## src/rtl/icache_fetch_responder.sv

```systemverilog
// Fetch responder: serves fetch-stage-1 PC requests from a one-line buffer,
// refilling from the icache/memory port on a miss, with kill and flush control.
module icache_fetch_responder #(
    parameter int ADDR_W     = 40,
    parameter int LINE_BYTES = 16
) (
    input  logic                    clk_i,
    input  logic                    rstn_i,
    input  logic                    req_valid_i,
    input  logic [ADDR_W-1:0]       req_vaddr_i,
    input  logic                    req_invalidate_icache_i,
    input  logic                    req_invalidate_buffer_i,
    input  logic                    req_inval_fetch_i,
    output logic                    busy_o,
    output logic                    mem_req_valid_o,
    input  logic                    mem_req_ready_i,
    output logic [ADDR_W-1:0]       mem_req_addr_o,
    input  logic                    mem_resp_valid_i,
    input  logic [8*LINE_BYTES-1:0] mem_resp_data_i,
    input  logic                    mem_resp_xcpt_i,
    output logic                    icache_flush_o,
    output logic                    resp_valid_o,
    output logic [31:0]             resp_instr_o,
    output logic [ADDR_W-1:0]       resp_vaddr_o,
    output logic                    resp_xcpt_o
);

    localparam int OFF = $clog2(LINE_BYTES);
    localparam int LW  = 8 * LINE_BYTES;
    localparam int TW  = ADDR_W - OFF;

    typedef enum logic [2:0] {
        S_IDLE,
        S_REQ,
        S_WAIT,
        S_KILL,
        S_FLUSH
    } state_e;

    state_e            state_q, state_d;
    logic              bvalid_q, bvalid_d;
    logic [TW-1:0]     btag_q, btag_d;
    logic [LW-1:0]     bdata_q, bdata_d;
    logic              flush_q, flush_d;
    logic [ADDR_W-1:0] addr_q, addr_d;
    logic              rvalid_q, rvalid_d;
    logic [31:0]       rinstr_q, rinstr_d;
    logic [ADDR_W-1:0] rvaddr_q, rvaddr_d;
    logic              rxcpt_q, rxcpt_d;

    logic hit;
    logic fill_ok;

    function automatic logic [31:0] wsel(input logic [LW-1:0] line,
                                         input logic [ADDR_W-1:0] a);
        return line[{a[OFF-1:2], 5'b0} +: 32];
    endfunction

    assign hit     = bvalid_q && (btag_q == req_vaddr_i[ADDR_W-1:OFF]);
    // Data returning while a flush is pending predates the flush: never keep it.
    assign fill_ok = !flush_q && !req_invalidate_icache_i;

    // Next-state, buffer update and registered response selection.
    always_comb begin
        state_d  = state_q;
        bvalid_d = bvalid_q;
        btag_d   = btag_q;
        bdata_d  = bdata_q;
        flush_d  = flush_q;
        addr_d   = addr_q;
        rvalid_d = 1'b0;
        rinstr_d = rinstr_q;
        rvaddr_d = rvaddr_q;
        rxcpt_d  = rxcpt_q;
        if (req_invalidate_buffer_i || req_invalidate_icache_i) bvalid_d = 1'b0;
        if (req_invalidate_icache_i) flush_d = 1'b1;
        unique case (state_q)
            S_IDLE: begin
                if (flush_q || req_invalidate_icache_i) begin
                    state_d = S_FLUSH;
                    flush_d = 1'b0;
                end else if (req_valid_i) begin
                    if (hit && !req_invalidate_buffer_i) begin
                        rvalid_d = 1'b1;
                        rinstr_d = wsel(bdata_q, req_vaddr_i);
                        rvaddr_d = req_vaddr_i;
                        rxcpt_d  = 1'b0;
                    end else begin
                        addr_d  = req_vaddr_i;
                        state_d = S_REQ;
                    end
                end
            end
            S_REQ: begin
                if (req_inval_fetch_i) begin
                    state_d = mem_req_ready_i ? S_KILL : S_IDLE;
                end else if (mem_req_ready_i) begin
                    state_d = S_WAIT;
                end
            end
            S_WAIT: begin
                if (mem_resp_valid_i) begin
                    state_d = S_IDLE;
                    if (!req_inval_fetch_i) begin
                        rvalid_d = 1'b1;
                        rvaddr_d = addr_q;
                        if (mem_resp_xcpt_i) begin
                            rinstr_d = 32'h0;
                            rxcpt_d  = 1'b1;
                            bvalid_d = 1'b0;
                        end else begin
                            rinstr_d = wsel(mem_resp_data_i, addr_q);
                            rxcpt_d  = 1'b0;
                            if (fill_ok) begin
                                bvalid_d = 1'b1;
                                btag_d   = addr_q[ADDR_W-1:OFF];
                                bdata_d  = mem_resp_data_i;
                            end
                        end
                    end
                end else if (req_inval_fetch_i) begin
                    state_d = S_KILL;
                end
            end
            S_KILL: begin
                if (mem_resp_valid_i) state_d = S_IDLE;
            end
            S_FLUSH: begin
                state_d = S_IDLE;
            end
            default: begin
                state_d = S_IDLE;
            end
        endcase
    end

    // State and datapath registers with synchronous active-low reset.
    always_ff @(posedge clk_i) begin
        if (!rstn_i) begin
            state_q  <= S_IDLE;
            bvalid_q <= 1'b0;
            btag_q   <= '0;
            bdata_q  <= '0;
            flush_q  <= 1'b0;
            addr_q   <= '0;
            rvalid_q <= 1'b0;
            rinstr_q <= '0;
            rvaddr_q <= '0;
            rxcpt_q  <= 1'b0;
        end else begin
            state_q  <= state_d;
            bvalid_q <= bvalid_d;
            btag_q   <= btag_d;
            bdata_q  <= bdata_d;
            flush_q  <= flush_d;
            addr_q   <= addr_d;
            rvalid_q <= rvalid_d;
            rinstr_q <= rinstr_d;
            rvaddr_q <= rvaddr_d;
            rxcpt_q  <= rxcpt_d;
        end
    end

    assign busy_o          = (state_q != S_IDLE);
    assign mem_req_valid_o = (state_q == S_REQ);
    assign mem_req_addr_o  = {addr_q[ADDR_W-1:OFF], {OFF{1'b0}}};
    assign icache_flush_o  = (state_q == S_FLUSH);
    assign resp_valid_o    = rvalid_q;
    assign resp_instr_o    = rinstr_q;
    assign resp_vaddr_o    = rvaddr_q;
    assign resp_xcpt_o     = rxcpt_q;

endmodule
```

## config.mk

```make
export PLATFORM = sky130hd
export DESIGN_NAME = icache_fetch_responder
export DESIGN_NICKNAME = d
export VERILOG_FILES = /design/src/rtl/icache_fetch_responder.sv
export SDC_FILE = /design/constraint.sdc
export NUM_CORES = 1
export LEC_CHECK = 0
export CORE_UTILIZATION = 45
export CTS_BUF_LIST = sky130_fd_sc_hd__clkbuf_4 sky130_fd_sc_hd__clkbuf_8 sky130_fd_sc_hd__clkbuf_16
export CTS_CLUSTER_SIZE = 10
export DETAILED_ROUTE_END_ITERATION = 7
export PLACE_DENSITY_LB_ADDON = 0.12
export REMOVE_ABC_BUFFERS = 1
export SLEW_MARGIN = 10
export SYNTH_ARGS = -nofsm -noshare
export SYNTH_HDL_FRONTEND = slang
export SYNTH_SLANG_ARGS = --single-unit
```

## constraint.sdc

```tcl
create_clock -name clk_i -period 1.9 [get_ports clk_i]
set_input_delay 0.19 -clock clk_i [delete_from_list [all_inputs] [get_ports clk_i]]
set_output_delay 0.19 -clock clk_i [all_outputs]
set_load 0.03 [all_outputs]
```

Word-level counts from Yosys, hierarchy flattened
Index checks and enable logic that the tools add are counted.
{"block": "op_classes", "shifts": 2, "n_eq_ne": 15, "mux": 45, "reduce_logical": 15, "bitwise_logic": 4}
{"operator": "128-bit by 8-bit variable part select with 32-bit output", "count": 2}
{"operator": "40-bit two-way mux", "count": 5}
{"operator": "32-bit two-way mux", "count": 6}
{"operator": "40-bit one-hot mux with 2 select lines", "count": 1}
{"operator": "32-bit one-hot mux with 2 select lines", "count": 1}
{"operator": "36-bit == test", "count": 1}
{"operator": "3-bit two-way mux", "count": 8}
{"operator": "1-bit two-way mux", "count": 20}
{"operator": "2-bit inequality test (second input constant)", "count": 6}
{"operator": "3-bit one-hot mux with 4 select lines", "count": 1}
{"operator": "5-bit AND reduction", "count": 2}
{"operator": "3-bit inequality test (second input constant)", "count": 3}
{"operator": "3-bit by 2-bit == test with 1-bit output (second input constant)", "count": 2}
{"operator": "6-bit AND reduction", "count": 1}
{"operator": "1-bit NOT", "count": 4}
{"operator": "1-bit one-hot mux with 2 select lines", "count": 2}
{"operator": "4-bit AND reduction", "count": 1}
{"operator": "3-bit by 1-bit == test with 1-bit output (second input constant)", "count": 1}
{"operator": "3-bit == test (second input constant)", "count": 1}
{"operator": "1-bit logical AND", "count": 3}
{"operator": "1-bit zero test", "count": 3}
{"operator": "3-bit zero test", "count": 1}
{"operator": "3-bit by 2-bit inequality test with 1-bit output (second input constant)", "count": 1}
{"operator": "3-bit nonzero test", "count": 1}
{"operator": "3 further kinds", "count": 4}
{"block": "word_totals", "register_bits": 283, "word_cells": 91}

Longest topological paths before layout
{"block": "logic_depth", "word_depth": 7, "depth_mapped": 9, "mapped_depth_nobuf": 6}

Worst setup path before layout
No wires, ideal clock.
{"block": "synth_path", "path_kind": "reg-to-reg", "start": "register addr_q[2]", "end": "register rinstr_q[21] (netlist: resp_instr_o[21])", "synth_period_minus_slack_ns": 1.794, "setup_time_ns": 0.116, "path_slack_ns": 0.106, "t_arrival_ns": 1.678, "n_path_buf": 2, "path_stages_with_launch": 7, "path_cell_list": "dfxtp_1 buf_2 buf_2 mux4_2 a22oi_1 o21ai_0 o211a_1"}
{"block": "synth_between", "elab_chain_len": 5}
{"element": "from (decl)", "line": "45", "rtl": "logic [ADDR_W-1:0] addr_q, addr_d;"}
{"element": "from (signal assigned)", "line": "156", "rtl": "addr_q <= addr_d;"}
{"element": "128-bit by 8-bit variable part select with 32-bit output", "line": "56", "rtl": "return line[{a[OFF-1:2], 5'b0} +: 32];"}
{"element": "32-bit two-way mux", "line": "107", "rtl": "if (mem_resp_xcpt_i) begin"}
{"element": "32-bit two-way mux", "line": "104", "rtl": "if (!req_inval_fetch_i) begin"}
{"element": "32-bit two-way mux", "line": "102", "rtl": "if (mem_resp_valid_i) begin"}
{"element": "32-bit one-hot mux with 2 select lines", "line": "77", "rtl": "unique case (state_q)"}
{"element": "to (signal assigned)", "line": "158", "rtl": "rinstr_q <= rinstr_d;"}
{"element": "to (decl)", "line": "47", "rtl": "logic [31:0] rinstr_q, rinstr_d;"}
Every way passes these cells. The select of a mux whose other input is x is not followed.
A chain may end at the register's enable or synchronous reset.

Final worst setup path
{"block": "layout_path", "start": "register btag_q[27]", "end": "register rvaddr_q[33] (netlist: resp_vaddr_o[33])"}
{"block": "layout_between", "elab_chain_len": 5}
{"element": "from (decl)", "line": "42", "rtl": "logic [TW-1:0] btag_q, btag_d;"}
{"element": "from (signal assigned)", "line": "153", "rtl": "btag_q <= btag_d;"}
{"element": "36-bit == test", "line": "59", "rtl": "assign hit = bvalid_q && (btag_q == req_vaddr_i[ADDR_W-1:OFF]);"}
{"element": "1-bit logical AND", "line": "59"}
{"element": "1-bit logical AND", "line": "83", "rtl": "if (hit && !req_invalidate_buffer_i) begin"}
{"element": "2-bit inequality test (no line)"}
{"element": "6-bit AND reduction (no line)"}
{"element": "to (signal assigned)", "line": "159", "rtl": "rvaddr_q <= rvaddr_d;"}
{"element": "to (decl)", "line": "48", "rtl": "logic [ADDR_W-1:0] rvaddr_q, rvaddr_d;"}
Every way passes these cells.

==> impl_results.md <==
* Clk slew on worst S/H paths at 0.06 ns
* TritonCTS clock tree: yes
* Fin. max-slew vios at 0
* H-tree depth at 2
* WP data required at 2.29 ns
* Drt drc at 0
* Cts bufs inserted at 35
* Nets at 1,964
* Worst-Margin Slew at 0.6843 ns
* Worst hold slack at 0.09571 ns
* Die Y at 176.9 µm
* Crit. End Element: flip-flop
* Max-cap viol count at 0
* Power density over cell area at 702.9 nW/µm²
* First-pass GRT wire length at 63,910 µm
* ANT cells at 0
* Vias at 12,360
* Post-DP HPWL at 25,580 µm
* Commonest cells after routing, fill and taps aside: nand2_1 (376), clkdlybuf4s50_1 (279), dfxtp_1 (274)
* #FFs+latches synth at 283
* Crit path time final at 2.093 ns
* Via density at 5.650
* Period utilisation layout at 110.1%
* # hold bufs at CTS at 0
* Worst setup SP type: flip-flop
* Outcome: finished, violations left
* Per-cell routed wire length at 20.91 µm
* CP startpoint: btag_q[27]
* Overall routing resource usage at 26.16%
* Failing checks: negative setup slack
* Final setup fails at 236
* Max Root-Sink Buffers at 3
* Final hold vios at 0
* Largest net degree at the start of global routing at 125
* Busiest layer in global routing: met2
* Setup CP Type: flip-flop to flip-flop
* Max Fclk at 477.9 MHz
* Initial antenna violation count at 3
* Share of layout cells above drive strength 1 at 23.97%
* Hold WC Path Type: primary input to flip-flop
* Detail Route Antenna Nets at 0
* Crit-path max FO at 6
* Boundary Pins at 294
* Remaining Overflow, GRT at 0
* Netlist cell types at 44
* Mapped Cells at 1,464
* Synth async-reset ratio at 0%
* Detailed-route wire length at 45,750 µm
* Initial core utilization at 46.07%
* Synthesized area at 13,760 µm²
* Worst VDD drop at 0.4999 mV
* Pre-CTS WS at -0.7588 ns
* Core area at 29,870 µm²
* Reg2reg end: resp_vaddr_o[33]
* Synthesis warning total at 0
* Global Route met3 Usage at 4.725%
* Post-Synthesis Mean Instance Area at 9.402 µm²
* Layout area overhead at 47.44%
* Clock Skew at 0.01373 ns
* Vias in the first global route at 11,770
* Met2 Resource Use GR at 43.45%
* Met1 Resource Use GR at 35.02%
* RSZ-0062 raised after global routing: yes
* Crit path to: resp_vaddr_o[33]
* Relative slew slack at 54.27%
* Die W at 176.9 µm
* R2R Setup Slk at -0.19 ns
* CTS root buf: clkbuf_16
* Clk_lat worst skew at 0.51 ns
* # clock sinks at 283
* First drt pass iteration count at 5
* Leak pwr at 8.451 nW
* Arrival @ worst endpoint at 2.48 ns
* Final Util at 67.93%
* Setup ws final at -0.1926 ns
* Commonest non-fill, non-tap cell in the layout: nand2_1
* Row Count at 63
* Worst reg-to-reg path cell count at 10
* DRT iter0 DRCs at 973
* Routability cong. at 0.9166
* RR Startpoint: btag_q[27]
* Post-synth EDFFs at 0
* Die area at 31,290 µm²
* Register area share after synthesis at 41.16%
* Synth Flop Type: dfxtp_1
* Port Buffers at 289
[kinds of logic after synthesis]
kind of cell | after synthesis | share of synthesized area [%]
XOR/XNOR | 30 | 1.909
other | 1 | 0.02724
flip-flops | 283 | 41.16
AND/OR/NAND/NOR | 482 | 14.24
buffers and inverters | 173 | 7.272
multiplexers | 142 | 16.14
AO/OA/AOI/OAI | 353 | 19.24
[report_power, final]
| part | internal [mW] | switching [mW] | total, mW | leakage [nW] |
|---|---|---|---|---|
| clock | 3.83 | 2.43 | 6.26 | 0.524 |
| combinational | 1.00 | 0.882 | 1.89 | 5.64 |
| sequential | 6.02 | 0.0927 | 6.11 | 2.29 |
[repair_timing]
item | in CTS | in global routing
gates resized for setup | 66 | 250
endpoints found under the setup margin | 254 | 276
setup buffers | 17 | 22
gates cloned | 10 | 28
pin swaps | 8 | 93
[Yosys cell counts, types with 3 or more instances]
cell,number,area [µm²]
dfxtp_1,283,5665
nand4_1,13,81.33
mux4_2,64,1441
nand2_1,421,1580
buf_4,58,435.4
buf_6,11,123.9
o221ai_1,4,35.03
nor2b_1,3,18.77
nor4_1,3,18.77
buf_2,39,195.2
a21boi_0,10,75.07
o2111ai_1,3,26.28
xnor2_1,30,262.8
nand2b_1,13,81.33
a21boi_1,154,1156
nand3_1,5,25.02
a22oi_1,32,240.2
clkbuf_1,57,214.0
inv_1,4,15.01
o211a_1,72,720.7
nor2_1,5,18.77
nor3_1,6,30.03
o21ai_0,72,360.4
mux2i_1,78,780.8
[state kept, by name, summed over array words and instances, names as in the netlist]
register      count
addr_q           40
bdata_q         128
btag_q           36
bvalid_q          1
flush_q           1
resp_instr_o     32
resp_vaddr_o     40
resp_valid_o      1
resp_xcpt_o       1
state_q           3
[cell type report]
cell class                      instances  area (µm²)
Tap cell                              390       488.0
Inverter                                5       21.27
Fill cell                            2331        9580
Clock buffer                           47        1020
Sequential cell                       283        5679
Multi-Input combinational cell       1012        7853
Timing Repair Buffer                  450        5204
Clock inverter                          1       30.03
[worst min path at each step]
| stage | from | endpoint | slack [ns] | cells past startpoint |
|---|---|---|---|---|
| global placement | bdata_q[65] | bdata_q[65] | 0.44 | 2 |
| global route | rstn_i | resp_vaddr_o[32] | 0.09 | 2 |
| CTS | rstn_i | resp_vaddr_o[32] | 0.09 | 2 |
| floorplan | mem_resp_xcpt_i | bvalid_q | 0.29 | 1 |
| detailed placement | bdata_q[65] | bdata_q[65] | 0.44 | 2 |
| finish | rstn_i | resp_vaddr_o[32] | 0.1 | 2 |
[metal layers]
| layer | routed length [µm] | part of all wire [%] | up-vias |
|---|---|---|---|
| met1 | 19550 | 43 | 6071 |
| met5 | 34 | 0.074 | - |
| met2 | 22210 | 49 | 491 |
| met4 | 726 | 1.6 | 6 |
| met3 | 3231 | 7.1 | 61 |
| li1 | - | - | 5734 |
[critical path, stage by stage, from the launching register on]
cell     delay [ns]
dfxtp_2        0.33
xnor2_1        0.15
nand4_1        0.17
buf_4          0.19
nor4_4         0.28
and4_4         0.34
buf_6          0.13
buf_6          0.09
buf_8          0.12
o21ai_2        0.06
o211a_1        0.12
[stage by stage]
stage,cell area [µm²],instances,power (mW),setup TNS [ns]
finish,20290,2188,14.26,-21.00
global route,20290,2188,14.74,-47.92
CTS,18910,2145,14.22,-16.12
detailed placement,17220,2071,7.949,-112.69
global placement,17220,2071,7.941,-105.88
floorplan,12790,1299,6.921,-1128.21
Note: power is estimated with default switching activity, not from simulation.
